[config.mk]
export PLATFORM = sky130hd
export DESIGN_NAME = mem_sequencer_flat
export DESIGN_NICKNAME = d
export VERILOG_FILES = /design/src/rtl/mem_sequencer_if.sv /design/src/rtl/mem_sequencer.sv /design/src/flat_wrapper.sv
export SDC_FILE = /design/constraint.sdc
export NUM_CORES = 1
export LEC_CHECK = 0
export CAP_MARGIN = 10
export CORE_ASPECT_RATIO = 0.6
export CORE_MARGIN = 2
export CORE_UTILIZATION = 49
export DETAILED_ROUTE_END_ITERATION = 7
export PLACE_DENSITY = 0.88
export SETUP_SLACK_MARGIN = 0.2
export SYNTH_ARGS = -nofsm -noshare
export SYNTH_HDL_FRONTEND = slang
export SYNTH_SLANG_ARGS = --single-unit
[constraint.sdc]
create_clock -name clk -period 5.4 [get_ports clk]
set_input_delay 1.08 -clock clk [delete_from_list [all_inputs] [get_ports clk]]
set_output_delay 1.08 -clock clk [all_outputs]
set_load 0.03 [all_outputs]
[src/rtl/mem_sequencer_if.sv]
// rtl/mem_sequencer_if.sv - request, memory-port and response signals of the memory sequencer
interface mem_sequencer_if #(
    parameter int XLEN = 32
);
    localparam int NB = XLEN / 8;

    logic            req_valid;
    logic            req_ready;
    logic [1:0]      req_kind;
    logic [2:0]      req_funct3;
    logic [XLEN-1:0] req_addr;
    logic [XLEN-1:0] req_wdata;

    logic [XLEN-1:0] mem_address;
    logic            mem_read;
    logic            mem_write;
    logic [NB-1:0]   mem_byte_enable;
    logic [XLEN-1:0] mem_wdata;
    logic [XLEN-1:0] mem_rdata;
    logic            mem_resp;

    logic            rsp_valid;
    logic [XLEN-1:0] rsp_data;
    logic [1:0]      rsp_err;
    logic [NB-1:0]   rmask;
    logic [NB-1:0]   wmask;

    modport slave (
        input  req_valid, req_kind, req_funct3, req_addr, req_wdata, mem_rdata, mem_resp,
        output req_ready, mem_address, mem_read, mem_write, mem_byte_enable, mem_wdata,
               rsp_valid, rsp_data, rsp_err, rmask, wmask
    );

    modport master (
        output req_valid, req_kind, req_funct3, req_addr, req_wdata, mem_rdata, mem_resp,
        input  req_ready, mem_address, mem_read, mem_write, mem_byte_enable, mem_wdata,
               rsp_valid, rsp_data, rsp_err, rmask, wmask
    );
endinterface

[src/rtl/mem_sequencer.sv]
// rtl/mem_sequencer.sv - fetch/load/store sequencer with lane masks, extension, misalign and timeout
module mem_sequencer #(
    parameter int XLEN     = 32,
    parameter int WAIT_MAX = 255
) (
    input  logic            clk,
    input  logic            rst,
    mem_sequencer_if.slave  bus
);
    localparam int NB = XLEN / 8;
    localparam int OW = $clog2(NB);
    localparam int CW = (WAIT_MAX > 0) ? $clog2(WAIT_MAX + 1) : 1;

    typedef enum logic [1:0] {S_IDLE, S_ACCESS, S_RESP} state_t;

    state_t          state, state_nxt;
    logic [CW-1:0]   wait_cnt;
    logic [OW-1:0]   off, off_q;
    logic [1:0]      dec_size, size_q;
    logic            dec_sign, sign_q, dec_ill, dec_mis;
    logic [1:0]      dec_err;
    logic [7:0]      be_base;
    logic [NB-1:0]   dec_be;
    logic            accept, timeout;
    logic [XLEN-1:0] rd_shift, rd_mask, rd_ext;
    logic            rd_msb;

    assign off           = bus.req_addr[OW-1:0];
    assign bus.req_ready = (state == S_IDLE);
    assign bus.rsp_valid = (state == S_RESP);
    assign accept        = bus.req_valid & bus.req_ready;

    // dec_size is log2 of the access size in bytes
    always_comb begin
        dec_size = 2'd2;
        dec_sign = 1'b0;
        dec_ill  = 1'b0;
        case (bus.req_kind)
            2'b00: dec_size = 2'd2;
            2'b01: begin
                case (bus.req_funct3)
                    3'b000: begin dec_size = 2'd0; dec_sign = 1'b1; end
                    3'b001: begin dec_size = 2'd1; dec_sign = 1'b1; end
                    3'b010: begin dec_size = 2'd2; dec_sign = 1'b1; end
                    3'b011: begin dec_size = 2'd3; dec_ill = (XLEN == 32); end
                    3'b100: dec_size = 2'd0;
                    3'b101: dec_size = 2'd1;
                    3'b110: begin dec_size = 2'd2; dec_ill = (XLEN == 32); end
                    default: dec_ill = 1'b1;
                endcase
            end
            2'b10: begin
                case (bus.req_funct3)
                    3'b000: dec_size = 2'd0;
                    3'b001: dec_size = 2'd1;
                    3'b010: dec_size = 2'd2;
                    3'b011: begin dec_size = 2'd3; dec_ill = (XLEN == 32); end
                    default: dec_ill = 1'b1;
                endcase
            end
            default: dec_ill = 1'b1;
        endcase

        case (dec_size)
            2'd0:    be_base = 8'h01;
            2'd1:    be_base = 8'h03;
            2'd2:    be_base = 8'h0F;
            default: be_base = 8'hFF;
        endcase
        dec_be  = NB'(be_base) << off;
        dec_mis = (off & OW'((1 << dec_size) - 1)) != '0;
        dec_err = dec_ill ? 2'b11 : (dec_mis ? 2'b01 : 2'b00);
    end

    assign timeout = (WAIT_MAX != 0) && (state == S_ACCESS) && !bus.mem_resp
                     && (wait_cnt == CW'(WAIT_MAX - 1));

    always_comb begin
        state_nxt = state;
        case (state)
            S_IDLE:   if (accept) state_nxt = (dec_err != 2'b00) ? S_RESP : S_ACCESS;
            S_ACCESS: if (bus.mem_resp || timeout) state_nxt = S_RESP;
            S_RESP:   state_nxt = S_IDLE;
            default:  state_nxt = S_IDLE;
        endcase
    end

    always_ff @(posedge clk or negedge rst) begin
        if (!rst) state <= S_IDLE;
        else      state <= state_nxt;
    end

    // lane-select the returned word, then truncate and extend to the access size
    always_comb begin
        rd_shift = bus.mem_rdata >> {off_q, 3'b000};
        case (size_q)
            2'd0:    begin rd_mask = XLEN'(8'hFF);         rd_msb = rd_shift[7];      end
            2'd1:    begin rd_mask = XLEN'(16'hFFFF);      rd_msb = rd_shift[15];     end
            2'd2:    begin rd_mask = XLEN'(32'hFFFF_FFFF); rd_msb = rd_shift[31];     end
            default: begin rd_mask = '1;                   rd_msb = rd_shift[XLEN-1]; end
        endcase
        rd_ext = (rd_shift & rd_mask) | ((sign_q && rd_msb) ? ~rd_mask : '0);
    end

    always_ff @(posedge clk or negedge rst) begin
        if (!rst) begin
            bus.mem_address     <= '0;
            bus.mem_read        <= 1'b0;
            bus.mem_write       <= 1'b0;
            bus.mem_byte_enable <= '0;
            bus.mem_wdata       <= '0;
            bus.rsp_data        <= '0;
            bus.rsp_err         <= 2'b00;
            bus.rmask           <= '0;
            bus.wmask           <= '0;
            off_q               <= '0;
            size_q              <= 2'd0;
            sign_q              <= 1'b0;
            wait_cnt            <= '0;
        end else begin
            case (state)
                S_IDLE: begin
                    if (accept) begin
                        wait_cnt <= '0;
                        if (dec_err != 2'b00) begin
                            bus.rsp_err  <= dec_err;
                            bus.rsp_data <= '0;
                            bus.rmask    <= '0;
                            bus.wmask    <= '0;
                        end else begin
                            bus.mem_address     <= {bus.req_addr[XLEN-1:OW], {OW{1'b0}}};
                            bus.mem_read        <= (bus.req_kind != 2'b10);
                            bus.mem_write       <= (bus.req_kind == 2'b10);
                            bus.mem_byte_enable <= dec_be;
                            bus.mem_wdata       <= (bus.req_kind == 2'b10)
                                                   ? (bus.req_wdata << {off, 3'b000}) : '0;
                            off_q               <= off;
                            size_q              <= dec_size;
                            sign_q              <= dec_sign;
                        end
                    end
                end
                S_ACCESS: begin
                    if (bus.mem_resp || timeout) begin
                        bus.mem_read  <= 1'b0;
                        bus.mem_write <= 1'b0;
                        bus.rsp_err   <= bus.mem_resp ? 2'b00 : 2'b10;
                        bus.rsp_data  <= (bus.mem_resp && bus.mem_read) ? rd_ext : '0;
                        bus.rmask     <= (bus.mem_resp && bus.mem_read) ? bus.mem_byte_enable : '0;
                        bus.wmask     <= (bus.mem_resp && bus.mem_write) ? bus.mem_byte_enable : '0;
                    end else if (wait_cnt != CW'(WAIT_MAX)) begin
                        wait_cnt <= wait_cnt + 1'b1;
                    end
                end
                default: begin
                    bus.rsp_data <= '0;
                    bus.rsp_err  <= 2'b00;
                    bus.rmask    <= '0;
                    bus.wmask    <= '0;
                end
            endcase
        end
    end
endmodule
[src/flat_wrapper.sv]
// flat-port wrapper written by rule: the top's interface ports become plain ports
module mem_sequencer_flat 
#(
    parameter int XLEN     = 32,
    parameter int WAIT_MAX = 255
)
  (clk, rst, bus_req_valid, bus_req_kind, bus_req_funct3, bus_req_addr, bus_req_wdata, bus_mem_rdata, bus_mem_resp, bus_req_ready, bus_mem_address, bus_mem_read, bus_mem_write, bus_mem_byte_enable, bus_mem_wdata, bus_rsp_valid, bus_rsp_data, bus_rsp_err, bus_rmask, bus_wmask);
  mem_sequencer_if #(.XLEN(XLEN)) bus_i ();
  input  logic clk;
  input  logic rst;
  input wire logic [$bits(bus_i.req_valid)-1:0] bus_req_valid;
  input wire logic [$bits(bus_i.req_kind)-1:0] bus_req_kind;
  input wire logic [$bits(bus_i.req_funct3)-1:0] bus_req_funct3;
  input wire logic [$bits(bus_i.req_addr)-1:0] bus_req_addr;
  input wire logic [$bits(bus_i.req_wdata)-1:0] bus_req_wdata;
  input wire logic [$bits(bus_i.mem_rdata)-1:0] bus_mem_rdata;
  input wire logic [$bits(bus_i.mem_resp)-1:0] bus_mem_resp;
  output wire logic [$bits(bus_i.req_ready)-1:0] bus_req_ready;
  output wire logic [$bits(bus_i.mem_address)-1:0] bus_mem_address;
  output wire logic [$bits(bus_i.mem_read)-1:0] bus_mem_read;
  output wire logic [$bits(bus_i.mem_write)-1:0] bus_mem_write;
  output wire logic [$bits(bus_i.mem_byte_enable)-1:0] bus_mem_byte_enable;
  output wire logic [$bits(bus_i.mem_wdata)-1:0] bus_mem_wdata;
  output wire logic [$bits(bus_i.rsp_valid)-1:0] bus_rsp_valid;
  output wire logic [$bits(bus_i.rsp_data)-1:0] bus_rsp_data;
  output wire logic [$bits(bus_i.rsp_err)-1:0] bus_rsp_err;
  output wire logic [$bits(bus_i.rmask)-1:0] bus_rmask;
  output wire logic [$bits(bus_i.wmask)-1:0] bus_wmask;
  assign bus_i.req_valid = bus_req_valid;
  assign bus_i.req_kind = bus_req_kind;
  assign bus_i.req_funct3 = bus_req_funct3;
  assign bus_i.req_addr = bus_req_addr;
  assign bus_i.req_wdata = bus_req_wdata;
  assign bus_i.mem_rdata = bus_mem_rdata;
  assign bus_i.mem_resp = bus_mem_resp;
  assign bus_req_ready = bus_i.req_ready;
  assign bus_mem_address = bus_i.mem_address;
  assign bus_mem_read = bus_i.mem_read;
  assign bus_mem_write = bus_i.mem_write;
  assign bus_mem_byte_enable = bus_i.mem_byte_enable;
  assign bus_mem_wdata = bus_i.mem_wdata;
  assign bus_rsp_valid = bus_i.rsp_valid;
  assign bus_rsp_data = bus_i.rsp_data;
  assign bus_rsp_err = bus_i.rsp_err;
  assign bus_rmask = bus_i.rmask;
  assign bus_wmask = bus_i.wmask;
  mem_sequencer #(.XLEN(XLEN), .WAIT_MAX(WAIT_MAX)) u_core (.clk(clk), .rst(rst), .bus(bus_i));
endmodule
; Yosys cells after proc, flatten, opt, wreduce, memory -nomap -nowiden
; Cells that the tools add are included.
[classes]
n_addsub = 2
n_eq_ne = 21
shift = 4
mux = 48
bitwise_logic = 6
n_reduce_logical = 24
[ops]
columns = op, n
row1 = $mux 32, 6
row2 = $pmux 32 s2, 2
row3 = $and 32x32->32, 1
row4 = $not 32->32, 1
row5 = $or 32x32->32, 1
row6 = $shl 32x5->32, 1
row7 = $shr 32x5->32, 1
row8 = $mux 4, 6
row9 = $mux 8, 3
row10 = $mux 2, 8
row11 = $pmux 4 s2, 2
row12 = $pmux 8 s2, 1
row13 = $ne 2x2->1 const B, 7
row14 = $pmux 2 s2, 3
row15 = $pmux 2 s3, 2
row16 = $pmux 4 s3, 1
row17 = $mux 1, 10
row18 = $add 8x1->8 const B, 1
row19 = $eq 2x1->1 const B, 4
row20 = $eq 8x8->1 const B, 1
row21 = $logic_not 2->1, 4
row22 = $ne 8x8->1 const B, 1
row23 = $reduce_and 4->1, 2
row24 = $eq 2x2->1 const B, 3
row25 = other kinds (21), 33
[word_totals]
register_bits = 125
input_bits = 105
out_inout_bits = 114
elab_cells = 119

; Longest topological paths before layout
; Gate-level depths: netlist (run 1).
[depth]
depth_word = 14
depth_mapped = 14
depth_no_buf = 11

; Worst setup path before layout (run 1)
; No wires, ideal clock.
[synth_path]
kind = input to register
startpoint = in bus_req_kind[0]
endpoint = reg u_core.bus.rmask[0] (netlist bit)
setup_ns = 0.121
arrival_ns = 3.368
required_time_ns = 5.279
path_slack_ns = 1.911
stages = 14
n_path_buf = 3
cell_sequence = inv_1 > ha_1 > clkbuf_1 > inv_1 > a2bb2oi_1 > nor3b_1 > nand2_1 > ha_1 > nor2_1 > nor3_1 > a21o_1 > buf_4 > buf_4 > a22o_1
[synth_between]
elab_chain_cells = 11
elab_cells_between_ends = 14
classes_between = add/sub (1) / eq/ne (3) / shift (1) / mux (4) / bitwise (1) / reduce/logical (4)
[synth_rtl]
columns = element, line
row1 = "start, declared", flat_wrapper.sv:12  ; input wire logic [$bits(bus_i.req_kind)-1:0] bus_req_kind;
row2 = $eq 2x2->1 / $eq 2x1->1 (equally long branches), mem_sequencer.sv:38  ; case (bus.req_kind)
row3 = $pmux 2 s2, mem_sequencer.sv:38
row4 = $shl 1x2->2, mem_sequencer.sv:71  ; dec_mis = (off & OW'((1 << dec_size) - 1)) != '0;
row5 = $sub 2x2->2, mem_sequencer.sv:71
row6 = $and 2x2->2, mem_sequencer.sv:71
row7 = $reduce_bool 2->1, mem_sequencer.sv:71
row8 = $mux 1, mem_sequencer.sv:72  ; dec_err = dec_ill ? 2'b11 : (dec_mis ? 2'b01 : 2'b00);
row9 = $mux 2 *, mem_sequencer.sv:72
row10 = $reduce_bool 2->1 *, mem_sequencer.sv:125  ; if (dec_err != 2'b00) begin
row11 = $ne 2x2->1 (no line) *, n/a
row12 = $reduce_and 3->1 (no line) *, n/a
row13 = "end signal, assigned", mem_sequencer.sv:149  ; bus.rmask <= (bus.mem_resp && bus.mem_read) ? bus.mem_byte_enable : '0;
row14 = "end, declared", mem_sequencer_if.sv:31  ; rsp_valid, rsp_data, rsp_err, rmask, wmask
; Every way passes the cells marked *; elsewhere a longest branch is shown, timed or not.
; A chain may end at the register's enable or synchronous reset.

; Final worst setup path (run 1)
[layout_path]
startpoint = in bus_req_kind[0]
endpoint = reg u_core.bus.rsp_data[10] (netlist bit)
[layout_between]
elab_chain_cells = 11
elab_cells_between_ends = 14
classes_between = add/sub (1) / eq/ne (3) / shift (1) / mux (4) / bitwise (1) / reduce/logical (4)
[layout_rtl]
columns = element, line
row1 = $eq 2x2->1 / $eq 2x1->1 (equally long branches), mem_sequencer.sv:38
row2 = $pmux 2 s2, mem_sequencer.sv:38
row3 = $shl 1x2->2, mem_sequencer.sv:71
row4 = $sub 2x2->2, mem_sequencer.sv:71
row5 = $and 2x2->2, mem_sequencer.sv:71
row6 = $reduce_bool 2->1, mem_sequencer.sv:71
row7 = $mux 1, mem_sequencer.sv:72
row8 = $mux 2 *, mem_sequencer.sv:72
row9 = $reduce_bool 2->1 *, mem_sequencer.sv:125
row10 = $ne 2x2->1 (no line) *, n/a
row11 = $reduce_and 3->1 (no line) *, n/a
row12 = "end signal, assigned", mem_sequencer.sv:148  ; bus.rsp_data <= (bus.mem_resp && bus.mem_read) ? rd_ext : '0;
row13 = "end, declared", mem_sequencer_if.sv:31
; Marks and branches as above.

==> impl_metrics.py, run 1 <==
metrics = {
    "job": {
        "max-cap-violations": 0,
    },
    "logic_synthesis": {
        "ys_ff_latch": 125,
        "synth-seq-area-share_pct": 50.5,
        "synthArstFlopShare_pct": 100,
        "ys.flop_type": "dfrtp_1",
        "synth_enable_flop_cells": 0,
        "synth.distinct_cells": 50,
        "yosys_warnings": 0,
        "avgSynthCellArea_um2": 10.8,
        "synthesis.area_um2": 6190,
        "yosys.area_share.xor_xnor_pct": 0.566,
        "syn-instance-count": 573,
        "synth_compound_area_share_pct": 17.2,
        "synthSimpleGateAreaFrac_pct": 9.88,
        "synth_top_family_by_area": "compound AO/OA/AOI/OAI gates",
        "muxShareOfSynthArea_pct": 15.2,
        "synth_fa_ha_area_share_pct": 1.21,
    },
    "global_route": {
        "overflow": 0,
        "grt_pass1_wl_um": 30100,
        "grt_max_degree": 81,
        "track_usage_pct": 28.5,
        "grt_pass1_vias": 5637,
        "antenna_found_initial": 0,
    },
    "clock_tree": {
        "clkLatencyLatePin_ns": 0.41,
        "cts_max_path_buffers": 2,
        "clock_sinks": 125,
        "ctsHoldBuffers": 0,
        "cts_setup_buffers": 0,
        "htree_levels": 4,
        "root_buffer": "clkbuf_16",
        "clk_pin_slew_ns": 0.06,
        "cts_resized": 0,
        "cts_tree": "done",
        "cts_buffers": 17,
    },
    "timing": {
        "setup_violations": 0,
        "fin_crit_sh_pct": 79.8,
        "slew_headroom_pct": 22.3,
        "hold_viol": 0,
        "rsz0062_at_grt": "no",
        "period_minus_slack_ns": 4.31,
        "finalMaxSlewViolations": 0,
        "fin_hold_ws_ns": 0.494,
        "finClkSkew_ns": 0.0107,
        "worst_pin_slew_ns": 1.16,
        "fin_tns_setup_ns": 0,
        "max_freq_ghz": 0.232,
    },
    "routing": {
        "drt-initial-drc-count": 427,
        "via_per_inst": 5.78,
        "wl_per_cell_um": 19.6,
        "drt_first_pass_iters": 5,
        "wirelength_um": 18800,
        "ant_nets": 0,
        "drc": 0,
        "vias": 5523,
    },
    "power": {
        "total_power_uw": 4830,
        "ir_worst_vdd_mv": 0.396,
        "leakage_uw": 0.00387,
        "swShare_pct": 40.0,
        "seq_power_share_pct": 30.5,
        "power.density_nw_per_um2": 534,
        "power_frac_comb_pct": 45.2,
        "internal_power_uw": 2900,
        "p_sw_uw": 1930,
        "p_clk_share_pct": 24.3,
    },
    "place": {
        "place_hpwl_um": 13300,
        "globalplace.congestion": 0.935,
        "portBuffers": 216,
        "place_inst": 924,
    },
    "critical_path": {
        "critPathLaunchType": "input pin",
        "cp_max_fo": 43,
        "cp.required_ns": 5.74,
        "crit_type": "in -> reg",
        "cp-end-kind": "register",
        "cp.arrival_ns": 4.65,
    },
    "status": {
        "status": "completed",
    },
    "layout": {
        "final_cell_mix": "clkdlybuf4s50_1, dfrtp_1, o21ai_0",
        "final_common_cell": "clkdlybuf4s50_1",
        "nets": 889,
        "ff_latch_area_um2": 3130,
        "final_layout_size_suffix_gt1_share_pct": 12.3,
        "multi_input_area_um2": 2730,
        "syn_to_final_growth_pct": 46.1,
        "diodes": 0,
        "fillers": 827,
        "fin_cells": 956,
    },
    "floorplan": {
        "die-area_um2": 13600,
        "io_pins": 219,
        "die_x_um": 149,
        "die_height_um": 91.1,
        "initial_core_util_pct": 50.8,
        "core_area_um2": 12200,
        "row_count": 31,
    },
    "worst_hold_path": {
        "hold_path.class": "reg -> reg",
    },
}
cells in the mapped netlist, types with 2 or more instances:
| cell type | n | share of area, % |
|---|---|---|
| nand2b_1 | 5 | 0.51 |
| o2bb2ai_1 | 7 | 0.99 |
| nor2_1 | 31 | 1.9 |
| ha_1 | 6 | 1.2 |
| nor3_1 | 7 | 0.57 |
| o311ai_0 | 2 | 0.28 |
| buf_4 | 12 | 1.5 |
| o211ai_1 | 5 | 0.61 |
| mux4_2 | 2 | 0.73 |
| a211o_1 | 7 | 0.99 |
| a32o_1 | 7 | 1.1 |
| nor2b_1 | 12 | 1.2 |
| o21bai_1 | 2 | 0.24 |
| inv_1 | 36 | 2.2 |
| mux2_2 | 51 | 9.3 |
| nand3_1 | 20 | 1.6 |
| buf_2 | 5 | 0.40 |
| buf_1 | 3 | 0.18 |
| mux2i_1 | 32 | 5.2 |
| nand2_1 | 30 | 1.8 |
| and3_1 | 2 | 0.20 |
| a21boi_0 | 2 | 0.24 |
| nor3b_1 | 2 | 0.24 |
| nand3b_1 | 2 | 0.24 |
| o211a_1 | 2 | 0.32 |
| xor2_1 | 4 | 0.57 |
| o21ai_0 | 53 | 4.3 |
| a22o_1 | 26 | 3.7 |
| a21o_1 | 2 | 0.24 |
| clkbuf_1 | 19 | 1.2 |
| o2111ai_1 | 7 | 0.99 |
| a21oi_1 | 23 | 1.9 |
| o31ai_1 | 2 | 0.24 |
| or3b_2 | 2 | 0.28 |
| a2bb2oi_1 | 2 | 0.28 |
| dfrtp_1 | 125 | 51 |
| o41ai_1 | 2 | 0.28 |
| and2_1 | 2 | 0.20 |
layer usage:
metal / vias to the layer above / global-route usage (%) / wire length, um
met2: 283 / 44.0 / 8640
met4: 0 / 6.90 / 214
met3: 23 / 9.50 / 2080
li1: 2474 / - / -
met5: - / 0 / 0
met1: 2743 / 38.9 / 7830
through the flow:
stage,cell area [um^2],utilization (%),worst slack (ns)
after floorplan,6190,-,1.91
after global placement,8430,69.3,1.07
after detailed placement,8430,69.3,0.805
after CTS,9040,74.3,1.20
after global routing,9040,74.3,0.773
final,9040,74.3,1.09
power groups by stage:
stage	combinational, uW	clock [uW]	sequential, uW
after detailed placement	2160	0	1470
after global placement	2120	0	1460
after global routing	2320	1230	1520
after floorplan	783	0	1960
after CTS	2180	1190	1470
final	2180	1180	1470
state kept, by name (all words and copies together) (netlist names), 2 cells and up:
register,flops
u_core.bus.mem_address,30
u_core.bus.mem_byte_enable,4
u_core.bus.mem_wdata,32
u_core.bus.rmask,4
u_core.bus.rsp_data,32
u_core.bus.rsp_err,2
u_core.bus.wmask,4
u_core.off_q,2
u_core.size_q,2
u_core.state,2
u_core.wait_cnt,8
critical path, cell delays in order:
cell and delay (ns):
clkdlybuf4s50_1 0.46, inv_1 0.08, ha_1 0.65, inv_1 0.20, a2bb2oi_1 0.19, nor3b_1 0.27
nand2_1 0.10, ha_1 0.27, nor2_1 0.08, nor3_1 0.40, a21o_1 0.19, buf_4 0.39
a22o_1 0.25
path summary, 6_finish.rpt:
check | startpoint | slack (ns) | endpoint | depth (start not counted)
max reg2reg | u_core.state[0] | 2.68 | u_core.bus.rsp_data[10] | 4
max | bus_req_kind[0] | 1.09 | u_core.bus.rsp_data[10] | 13
min in group asynchronous | rst | 0.85 | u_core.wait_cnt[5] | 1
max in group asynchronous | rst | 3.36 | u_core.bus.mem_address[9] | 2
min | u_core.bus.rsp_data[4] | 0.49 | u_core.bus.rsp_data[4] | 1
min reg2reg | u_core.bus.rsp_data[4] | 0.49 | u_core.bus.rsp_data[4] | 1
logic make-up after synthesis:
family,count (synthesis)
other,1
multiplexers,85
buffers and inverters,75
flip-flops,125
AND/OR/NAND/NOR,122
adder cells (fa/ha/maj),6
AO/OA/AOI/OAI,155
XOR/XNOR,4
final cells by class:
type                            count  share of cell area [%]
Tap cell                          165                    2.28
Inverter                           36                    1.49
Clock inverter                     12                    1.81
Sequential cell                   125                    34.6
Timing Repair Buffer              224                    24.7
Multi-Input combinational cell    374                    30.2
Clock buffer                       20                    4.94
(Power assumes the default switching activity.)
==> run 2: changes to the inputs <==
- CORE_UTILIZATION: 49 -> 46
- PLACE_DENSITY: 0.88 -> 0.84
- clock period: 5.4 -> 4.3 ns (I/O delays scaled with it)
==> run 2 against run 1 <==
  * Count of clock-buffer cells in the layout down 2
  * Clock skew about the same
  * First-iteration DRC count is 14% lower
  * Global-route usage down 1.9 points
  * Sequential share of layout area hardly changed
  * Non-clock buffer count increased by 3
  * Cell area rose by 0.12%
  * Final cell count rose by 0.73%
  * Die area increased by 6.3%
  * Sequential cell count did not move
  * Critical path type unchanged
  * Critical endpoint is now u_core.bus.rmask[1]
  * Highest routed layer is now met5
==> impl_metrics.py, run 2 (synthesis gave the netlist of run 1 again) <==
metrics = {
    "global_route": {
        "overflow": 0,
        "grt_pass1_vias": 5564,
        "grt_pass1_wl_um": 29700,
        "grt_max_degree": 74,
        "antenna_found_initial": 1,
        "track_usage_pct": 26.5,
    },
    "clock_tree": {
        "cts_resized": 0,
        "clock_sinks": 125,
        "cts_tree": "done",
        "clkLatencyLatePin_ns": 0.41,
        "ctsHoldBuffers": 0,
        "root_buffer": "clkbuf_16",
        "htree_levels": 4,
        "cts_max_path_buffers": 2,
        "clk_pin_slew_ns": 0.06,
        "cts_buffers": 17,
        "cts_setup_buffers": 0,
    },
    "timing": {
        "worst_pin_slew_ns": 1.08,
        "rsz0062_at_grt": "no",
        "slew_headroom_pct": 27.7,
        "fin_crit_sh_pct": 83.7,
        "finClkSkew_ns": 0.0102,
        "fin_tns_setup_ns": 0,
        "setup_violations": 0,
        "hold_viol": 0,
        "finalMaxSlewViolations": 0,
        "max_freq_ghz": 0.278,
        "fin_hold_ws_ns": 0.494,
        "period_minus_slack_ns": 3.60,
    },
    "power": {
        "internal_power_uw": 3580,
        "p_sw_uw": 2430,
        "swShare_pct": 40.4,
        "leakage_uw": 0.00389,
        "power.density_nw_per_um2": 663,
        "p_clk_share_pct": 23.4,
        "total_power_uw": 6010,
        "power_frac_comb_pct": 45.1,
        "seq_power_share_pct": 31.5,
        "ir_worst_vdd_mv": 0.423,
    },
    "floorplan": {
        "row_count": 32,
        "die_height_um": 93.9,
        "initial_core_util_pct": 47.7,
        "die-area_um2": 14400,
        "io_pins": 219,
        "die_x_um": 154,
        "core_area_um2": 13000,
    },
    "critical_path": {
        "reg2reg_depth": 4,
        "cp_max_fo": 43,
        "crit_buf_inv": 4,
        "crit_path_cell_trace": "clkdlybuf4s50_1 -> inv_1 -> ha_1 -> inv_1 -> a2bb2oi_1 -> nor3b_1 -> nand2_1 -> ha_1 -> nor2_1 -> nor3_1 -> a21o_1 -> buf_4 -> a22o_1",
        "cp-end-kind": "register",
        "crit_family": "buffers and inverters",
        "max_stage_delay_ns": 0.47,
        "worst-path-stages": 13,
        "crit_type": "in -> reg",
        "cp.required_ns": 4.64,
        "slowest_stage": "clkdlybuf4s50_1",
        "critPathLaunchType": "input pin",
        "cp.arrival_ns": 3.94,
    },
    "worst_hold_path": {
        "hold_path.class": "reg -> reg",
        "hold_depth": 1,
    },
    "job": {
        "max-cap-violations": 0,
    },
    "layout": {
        "final_layout_size_suffix_gt1_share_pct": 12.7,
        "biggestRegsByFlops": "u_core.bus.mem_wdata x32, u_core.bus.rsp_data x32, u_core.bus.mem_address x30",
        "syn_to_final_growth_pct": 46.3,
        "diodes": 0,
        "final_cell_mix": "clkdlybuf4s50_1, dfrtp_1, o21ai_0",
        "nets": 892,
        "final_common_cell": "clkdlybuf4s50_1",
    },
    "routing": {
        "ant_nets": 0,
        "drc": 0,
        "drt_first_pass_iters": 4,
        "wl_per_cell_um": 19.5,
        "vias": 5408,
        "via_per_inst": 5.62,
        "wirelength_um": 18700,
        "drt-initial-drc-count": 366,
    },
    "place": {
        "globalplace.congestion": 0.880,
        "portBuffers": 216,
        "place_hpwl_um": 13400,
    },
    "status": {
        "status": "completed",
    },
}
[run 2: cell types whose count changed in the layout (fill, tap and decap cells not counted)]
cell,before,now
clkinv_4,4,3
bufinv_16,3,2
clkinvlp_4,4,3
inv_6,1,2
buf_4,8,10
clkinv_2,0,3
clkbuf_1,2,0
buf_12,1,2
[run 2: metrics by stage]
step           instances  worst slack [ns]  cell area [um^2]  util (%)
6_report             963             0.703              9060      69.8
5_1_grt              963             0.567              9060      69.8
4_1_cts              963             0.767              9060      69.8
3_5_place_dp         932             0.404              8480      65.3
3_3_place_gp         932             0.613              8480      65.3
2_1_floorplan        574              1.03              6190         -
[run 2: final cells by class]
cell class | instances | area, um^2
well taps | 170 | 213
fillers | 964 | 3920
flip-flops and latches | 125 | 3130
clock buffers | 18 | 439
clock inverters | 13 | 141
repair buffers | 227 | 2270
inverters | 36 | 135
multi-input cells | 374 | 2730
[run 2: final timing paths]
check                                      endpoint  slack, ns                    start
hold reg to reg             u_core.bus.rsp_data[31]       0.49  u_core.bus.rsp_data[31]
max in group asynchronous  u_core.bus.mem_wdata[18]       2.96                      rst
min in group asynchronous        u_core.wait_cnt[7]       0.54                      rst
setup reg to reg            u_core.bus.rsp_data[10]       1.62          u_core.off_q[1]
hold / removal              u_core.bus.rsp_data[31]       0.49  u_core.bus.rsp_data[31]
setup / recovery                u_core.bus.rmask[1]       0.70          bus_req_kind[0]
[run 2: per-layer routing]
layer / vias up / GRT usage, % / wire length [um]
met5: - / 0 / 16
met4: 2 / 6.57 / 129
met3: 14 / 12.5 / 2190
met2: 266 / 39.5 / 8380
met1: 2651 / 35.2 / 8030
li1: 2475 / - / -
[run 2: power groups by stage]
stage          Combinational, uW  Sequential (uW)  Clock, uW
3_5_place_dp                2680             1890          0
5_1_grt                     2880             1940       1490
2_1_floorplan                983             2460          0
3_3_place_gp                2640             1870          0
4_1_cts                     2710             1890       1430
6_report                    2710             1890       1410
